--- src/rtl/alu_seq_ctrl.sv ---
// Request sequencer wrapping an external 32-bit ALU: single-cycle pass-through ops
// plus an iterative shift-add unsigned multiply built from one ALU ADD per step.
module alu_seq_ctrl #(
  parameter int unsigned MUL_MAX_ITER = 32
) (
  input  logic        clk,
  input  logic        rst,
  input  logic        req_valid,
  output logic        req_ready,
  input  logic [3:0]  req_op,
  input  logic [31:0] req_a,
  input  logic [31:0] req_b,
  input  logic        req_cin,
  output logic        rsp_valid,
  input  logic        rsp_ready,
  output logic [31:0] rsp_result,
  output logic        rsp_cout,
  output logic        rsp_err,
  output logic        busy,
  output logic [2:0]  alu_opcode,
  output logic [31:0] alu_a,
  output logic [31:0] alu_b,
  output logic        alu_cin,
  input  logic [31:0] alu_result,
  input  logic        alu_cout
);

  localparam int unsigned DW  = 32;
  localparam int unsigned OPW = 3;
  localparam int unsigned IW  = $clog2(MUL_MAX_ITER + 1);

  localparam logic [3:0]     OP_MUL = 4'd8;
  localparam logic [OPW-1:0] OP_ADD = 3'b111;

  typedef enum logic [1:0] {
    S_IDLE,
    S_EXEC,
    S_MUL,
    S_RESP
  } state_e;

  state_e         state_q, state_d;
  logic [OPW-1:0] op_q, op_d;
  logic [DW-1:0]  a_q, a_d;        // operand A; doubles as the shifting multiplicand
  logic [DW-1:0]  b_q, b_d;        // operand B; doubles as the shifting multiplier
  logic           cin_q, cin_d;
  logic [DW-1:0]  acc_q, acc_d;
  logic           lost_q, lost_d;
  logic           ovf_q, ovf_d;
  logic [IW-1:0]  iter_q, iter_d;
  logic           rsp_valid_q, rsp_valid_d;
  logic [DW-1:0]  rsp_result_q, rsp_result_d;
  logic           rsp_cout_q, rsp_cout_d;
  logic           rsp_err_q, rsp_err_d;

  // State and datapath registers
  always_ff @(posedge clk) begin
    if (rst) begin
      state_q      <= S_IDLE;
      op_q         <= '0;
      a_q          <= '0;
      b_q          <= '0;
      cin_q        <= 1'b0;
      acc_q        <= '0;
      lost_q       <= 1'b0;
      ovf_q        <= 1'b0;
      iter_q       <= '0;
      rsp_valid_q  <= 1'b0;
      rsp_result_q <= '0;
      rsp_cout_q   <= 1'b0;
      rsp_err_q    <= 1'b0;
    end else begin
      state_q      <= state_d;
      op_q         <= op_d;
      a_q          <= a_d;
      b_q          <= b_d;
      cin_q        <= cin_d;
      acc_q        <= acc_d;
      lost_q       <= lost_d;
      ovf_q        <= ovf_d;
      iter_q       <= iter_d;
      rsp_valid_q  <= rsp_valid_d;
      rsp_result_q <= rsp_result_d;
      rsp_cout_q   <= rsp_cout_d;
      rsp_err_q    <= rsp_err_d;
    end
  end

  // Next-state, datapath update and ALU drive
  always_comb begin
    state_d      = state_q;
    op_d         = op_q;
    a_d          = a_q;
    b_d          = b_q;
    cin_d        = cin_q;
    acc_d        = acc_q;
    lost_d       = lost_q;
    ovf_d        = ovf_q;
    iter_d       = iter_q;
    rsp_valid_d  = rsp_valid_q;
    rsp_result_d = rsp_result_q;
    rsp_cout_d   = rsp_cout_q;
    rsp_err_d    = rsp_err_q;
    alu_opcode   = '0;
    alu_a        = '0;
    alu_b        = '0;
    alu_cin      = 1'b0;

    unique case (state_q)
      S_IDLE: begin
        if (req_valid) begin
          op_d   = req_op[OPW-1:0];
          a_d    = req_a;
          b_d    = req_b;
          cin_d  = req_cin;
          acc_d  = '0;
          lost_d = 1'b0;
          ovf_d  = 1'b0;
          iter_d = '0;
          if (req_op < OP_MUL) begin
            state_d = S_EXEC;
          end else if (req_op == OP_MUL) begin
            state_d = S_MUL;
          end else begin
            rsp_result_d = '0;
            rsp_cout_d   = 1'b0;
            rsp_err_d    = 1'b1;
            rsp_valid_d  = 1'b1;
            state_d      = S_RESP;
          end
        end
      end

      S_EXEC: begin
        alu_opcode   = op_q;
        alu_a        = a_q;
        alu_b        = b_q;
        alu_cin      = cin_q;
        rsp_result_d = alu_result;
        rsp_cout_d   = (op_q == OP_ADD) & alu_cout;
        rsp_err_d    = 1'b0;
        rsp_valid_d  = 1'b1;
        state_d      = S_RESP;
      end

      S_MUL: begin
        // Multiplier exhausted (or iteration guard hit): the accumulator is the product
        if ((b_q == '0) || (iter_q == IW'(MUL_MAX_ITER))) begin
          rsp_result_d = acc_q;
          rsp_cout_d   = ovf_q;
          rsp_err_d    = 1'b0;
          rsp_valid_d  = 1'b1;
          state_d      = S_RESP;
        end else begin
          alu_opcode = OP_ADD;
          alu_a      = acc_q;
          alu_b      = b_q[0] ? a_q : '0;
          alu_cin    = 1'b0;
          acc_d      = alu_result;
          // A set multiplier bit whose partial product spilled past bit 31 overflows
          ovf_d      = ovf_q | (b_q[0] & (alu_cout | lost_q));
          lost_d     = lost_q | a_q[DW-1];
          a_d        = a_q << 1;
          b_d        = b_q >> 1;
          iter_d     = iter_q + IW'(1);
        end
      end

      S_RESP: begin
        if (rsp_ready) begin
          rsp_valid_d = 1'b0;
          state_d     = S_IDLE;
        end
      end

      default: begin
        state_d = S_IDLE;
      end
    endcase
  end

  assign req_ready  = (state_q == S_IDLE) && !rst;
  assign busy       = (state_q != S_IDLE);
  assign rsp_valid  = rsp_valid_q;
  assign rsp_result = rsp_result_q;
  assign rsp_cout   = rsp_cout_q;
  assign rsp_err    = rsp_err_q;

endmodule

--- config.mk ---
export PLATFORM = sky130hd
export DESIGN_NAME = alu_seq_ctrl
export DESIGN_NICKNAME = d
export VERILOG_FILES = /design/src/rtl/alu_seq_ctrl.sv
export SDC_FILE = /design/constraint.sdc
export NUM_CORES = 1
export LEC_CHECK = 0
export ABC_AREA = 1
export BUFFER_PORTS_ARGS = -buffer_cell sky130_fd_sc_hd__buf_4
export CAP_MARGIN = 30
export CORE_ASPECT_RATIO = 0.7
export CORE_MARGIN = 1.5
export CORE_UTILIZATION = 43
export CTS_CLUSTER_SIZE = 14
export DETAILED_ROUTE_END_ITERATION = 10
export HOLD_SLACK_MARGIN = 0.05
export PLACE_DENSITY = 0.69
export SKIP_LAST_GASP = 1
export SYNTH_ARGS = -nofsm -noshare
export SYNTH_HDL_FRONTEND = slang
export SYNTH_SLANG_ARGS = --single-unit
--- constraint.sdc ---
create_clock -name clk -period 2.1 [get_ports clk]
set_input_delay 0.525 -clock clk [delete_from_list [all_inputs] [get_ports clk]]
set_output_delay 0.525 -clock clk [all_outputs]
set_load 0.01 [all_outputs]
==> impl_metrics.env <==
export IMPL_core_region_area_um2=19000
export IMPL_yosysWarningCount=0
export IMPL_grt_pass1_vias=8788
export IMPL_wl_met1_um=13100
export IMPL_cpPeakStageDelay_ns=0.32
export IMPL_initial_core_util_pct=44.2
export IMPL_vias=9792
export IMPL_synth_most_common_cell="nand2_1"
export IMPL_die_h_um=120
export IMPL_worstPathMaxFanout=7
export IMPL_synth_fa_ha_area_share_pct=1.19
export IMPL_synth_xor_area_share_pct=0.105
export IMPL_die_area_um2=20300
export IMPL_cts_root_buf="clkbuf_16"
export IMPL_synthTopCellsByArea="dfxtp_1 35%, nand2_1 19%, a21oi_1 16%, nand3_1 8.5%, nor2_1 6.4%"
export IMPL_die_x_um=170
export IMPL_worstPathRequired_ns=1.57
export IMPL_route_met2_wl_um=12700
export IMPL_tightest_slew_ns=0.443
export IMPL_placed_area_um2=10800
export IMPL_reg2reg_slack_ns=-0.10
export IMPL_whs_ns=0.356
export IMPL_clk_pin_slew_ns=0.06
export IMPL_cts_tree="built"
export IMPL_pin_count=211
export IMPL_rsz0062_at_grt="true"
export IMPL_synth_compound_area_share_pct=17.0
export IMPL_period_needed_ns=2.68
export IMPL_clock_path_buffers=2
export IMPL_yosysTopAreaCell="dfxtp_1"
export IMPL_async_reset_ff_share_pct=0
export IMPL_grt_overflow_total=0
export IMPL_ant_nets=0
export IMPL_fmax_ghz=0.373
export IMPL_dr_wl_met3_um=2340
export IMPL_place_gp_congestion=0.930
export IMPL_drc_errors=0
export IMPL_fin_skew_ns=0.0116
export IMPL_hold_path_class="input port to register"
export IMPL_worstReg2RegEnd="b_q[30]"
export IMPL_synth_edff_count=0
export IMPL_drt_iter0_markers=1030
export IMPL_cp_end_kind="output pin"
export IMPL_dp_final_hpwl_um=19700
export IMPL_cp_start_kind="register"
export IMPL_postSynthNetCount=1471
export IMPL_yosysSeqAreaShare_pct=34.6
export IMPL_r2r_cells=14
export IMPL_synth_cells=1357
export IMPL_netlist_area_um2=8380
export IMPL_final_max_slew_viol_count=0
export IMPL_setup_tns_ns=-39.12
export IMPL_yosysTopAreaCellShare_pct=34.6
export IMPL_ys_seq_elements=145
export IMPL_drt_first_pass_iters=5
export IMPL_finalSetupViolCount=194
export IMPL_syn_to_final_growth_pct=40.9
export IMPL_wl_um=28600
export IMPL_ys_flop_type="dfxtp_1"
export IMPL_grt_max_degree=79
export IMPL_layout_setup_ws_ns=-0.580
export IMPL_io_buffers=210
export IMPL_antenna_cells=0
export IMPL_crit_chain="nor2_2, nand2_2, nor2_4, nand2_2, o21ai_4, buf_6, nor2_4, buf_12, clkbuf_16, nand2_1, a21oi_1, buf_4"
export IMPL_synthMuxAreaShare_pct=3.70
export IMPL_synth_top_family_by_area="simple AND/OR/NAND/NOR gates"
export IMPL_grt_use_total_pct=27.8
export IMPL_avgSynthCellArea_um2=6.17
export IMPL_arrival_ns=2.15
export IMPL_fp_row_count=42
export IMPL_nFillCells=1812
export IMPL_power_density_nw_per_um2=1450
export IMPL_holdCritStartpoint="req_cin"
export IMPL_htree_levels=4
export IMPL_crit_slowest_cell="dfxtp_2"
export IMPL_irDropWorstVdd_v=0.000697
export IMPL_finish_instance_area_um2=11800
export IMPL_synth_simple_gate_area_share_pct=34.8
export IMPL_relSlewSlack_pct=70.1
export IMPL_p_leak_nw=5.33
export IMPL_worst_skew_pair_late_latency_ns=0.42
export IMPL_numCtsBuffers=17
export IMPL_min_delay_path_depth=3
export IMPL_violations="setup timing"
export IMPL_fin_util_pct=62.2
export IMPL_crit_type="register to output pin"
export IMPL_nets=1687
export IMPL_cts_sinks=145
export IMPL_worstHoldEndpoint="cin_q"
export IMPL_drv_cap=0
export IMPL_r2r_start="b_q[4]"
export IMPL_wl_per_cell_um=15.4
export IMPL_viasPerCell=5.29
export IMPL_grt_pass1_wl_um=44900
export IMPL_synth_distinct_cells=25
export IMPL_finalCritPeriodShare_pct=128
export IMPL_crit_start="b_q[4]"
export IMPL_antenna_found_initial=0
export IMPL_dr_max_layer_used="met4"
export IMPL_finalHoldViolCount=0
export IMPL_status="complete, but fails checks"
export IMPL_drive_gt1_share_pct=25.9
export IMPL_ys_top_cells_by_count="424 x nand2_1, 269 x a21oi_1, 145 x dfxtp_1"
-- worst max-delay path: cells and delay by family, from the launching register on --
kind / cells / cell delay [ns]
simple gates: 6 / 0.55
flops: 1 / 0.32
compound gates: 2 / 0.25
buf+inv: 4 / 0.59
-- flip-flops by register name, indices dropped and copies added, names as in the netlist --
register    count
rsp_cout        1
rsp_result     32
b_q            32
rsp_valid       1
iter_q          6
lost_q          1
acc_q          32
rsp_err         1
state_q         2
ovf_q           1
op_q            3
cin_q           1
a_q            32
-- power breakdown --
| part | switching (mW) | internal (mW) |
|---|---|---|
| clock network | 1.26 | 2.04 |
| logic | 5.78 | 3.93 |
| registers | 0.577 | 3.56 |
| total | 7.61 | 9.53 |
-- layer usage --
metal	up-vias	track usage (%)
met2	399	43.1
met4	0	7.30
li1	4855	-
met1	4503	39.4
met3	35	5.31
met5	-	0
-- worst max-delay path by stage --
stage                     end  slack, ns  cells past startpoint
global route        alu_b[16]      -0.65                     12
detailed placement  alu_b[20]      -0.25                     11
floorplan           alu_a[10]      -0.07                      7
CTS                 alu_b[20]      -0.50                     12
global placement    alu_b[11]      -0.23                     11
finish              alu_b[18]      -0.58                     12
-- cell type report --
| cell class | instances | area [um^2] | share of cell area (%) |
|---|---|---|---|
| tap | 264 | 330 | 2.80 |
| inverter | 56 | 213 | 1.80 |
| timing repair buffer | 312 | 2690 | 22.8 |
| clock inverter | 14 | 204 | 1.73 |
| clock buffer | 18 | 439 | 3.72 |
| sequential | 145 | 2910 | 24.6 |
| multi-input combinational | 1041 | 5020 | 42.5 |
-- cells in the final DEF, fill, tap and decap left out, types with 2 or more instances in the layout --
cell type / count
a21oi_1: 252
a21oi_2: 17
buf_12: 22
buf_16: 2
buf_4: 284
buf_6: 3
bufinv_16: 4
clkbuf_16: 18
clkinv_2: 2
clkinv_4: 4
clkinvlp_4: 3
dfxtp_1: 140
dfxtp_2: 5
ha_1: 5
ha_4: 3
inv_1: 52
inv_2: 2
inv_6: 3
mux2i_1: 31
nand2_1: 403
nand2_2: 13
nand2_4: 9
nand3_1: 142
nand4_1: 4
nor2_1: 132
nor2_2: 7
nor2_4: 3
o21ai_0: 10
-- what timing repair did --
| item | in CTS | in global routing |
|---|---|---|
| setup buffers | 7 | 4 |
| setup endpoints to repair | 69 | 196 |
| gates resized for setup | 46 | 28 |
| pin swaps | 11 | 17 |
| hold buffers | 0 | 0 |
| cloned | 2 | 1 |
-- per-stage QoR --
| stage | power, mW | setup slack (ns) | cells |
|---|---|---|---|
| floorplan | 9.86 | -0.0687 | 1357 |
| global placement | 12.9 | -0.230 | 1806 |
| detailed placement | 13.1 | -0.245 | 1806 |
| CTS | 16.8 | -0.502 | 1846 |
| global route | 18.4 | -0.650 | 1850 |
| finish | 17.1 | -0.580 | 1850 |
-- logic make-up (layout without fill, tap and decap cells) --
group	count (synthesis)	count (layout)
muxes	31	31
and+or+nand+nor	718	718
buffers and inverters	171	400
adders and majority gates	8	8
AOI/OAI and AO/OA	283	283
xor gates and xnor gates	1	1
DFF	145	145
Power figures use the tool's default switching activity.
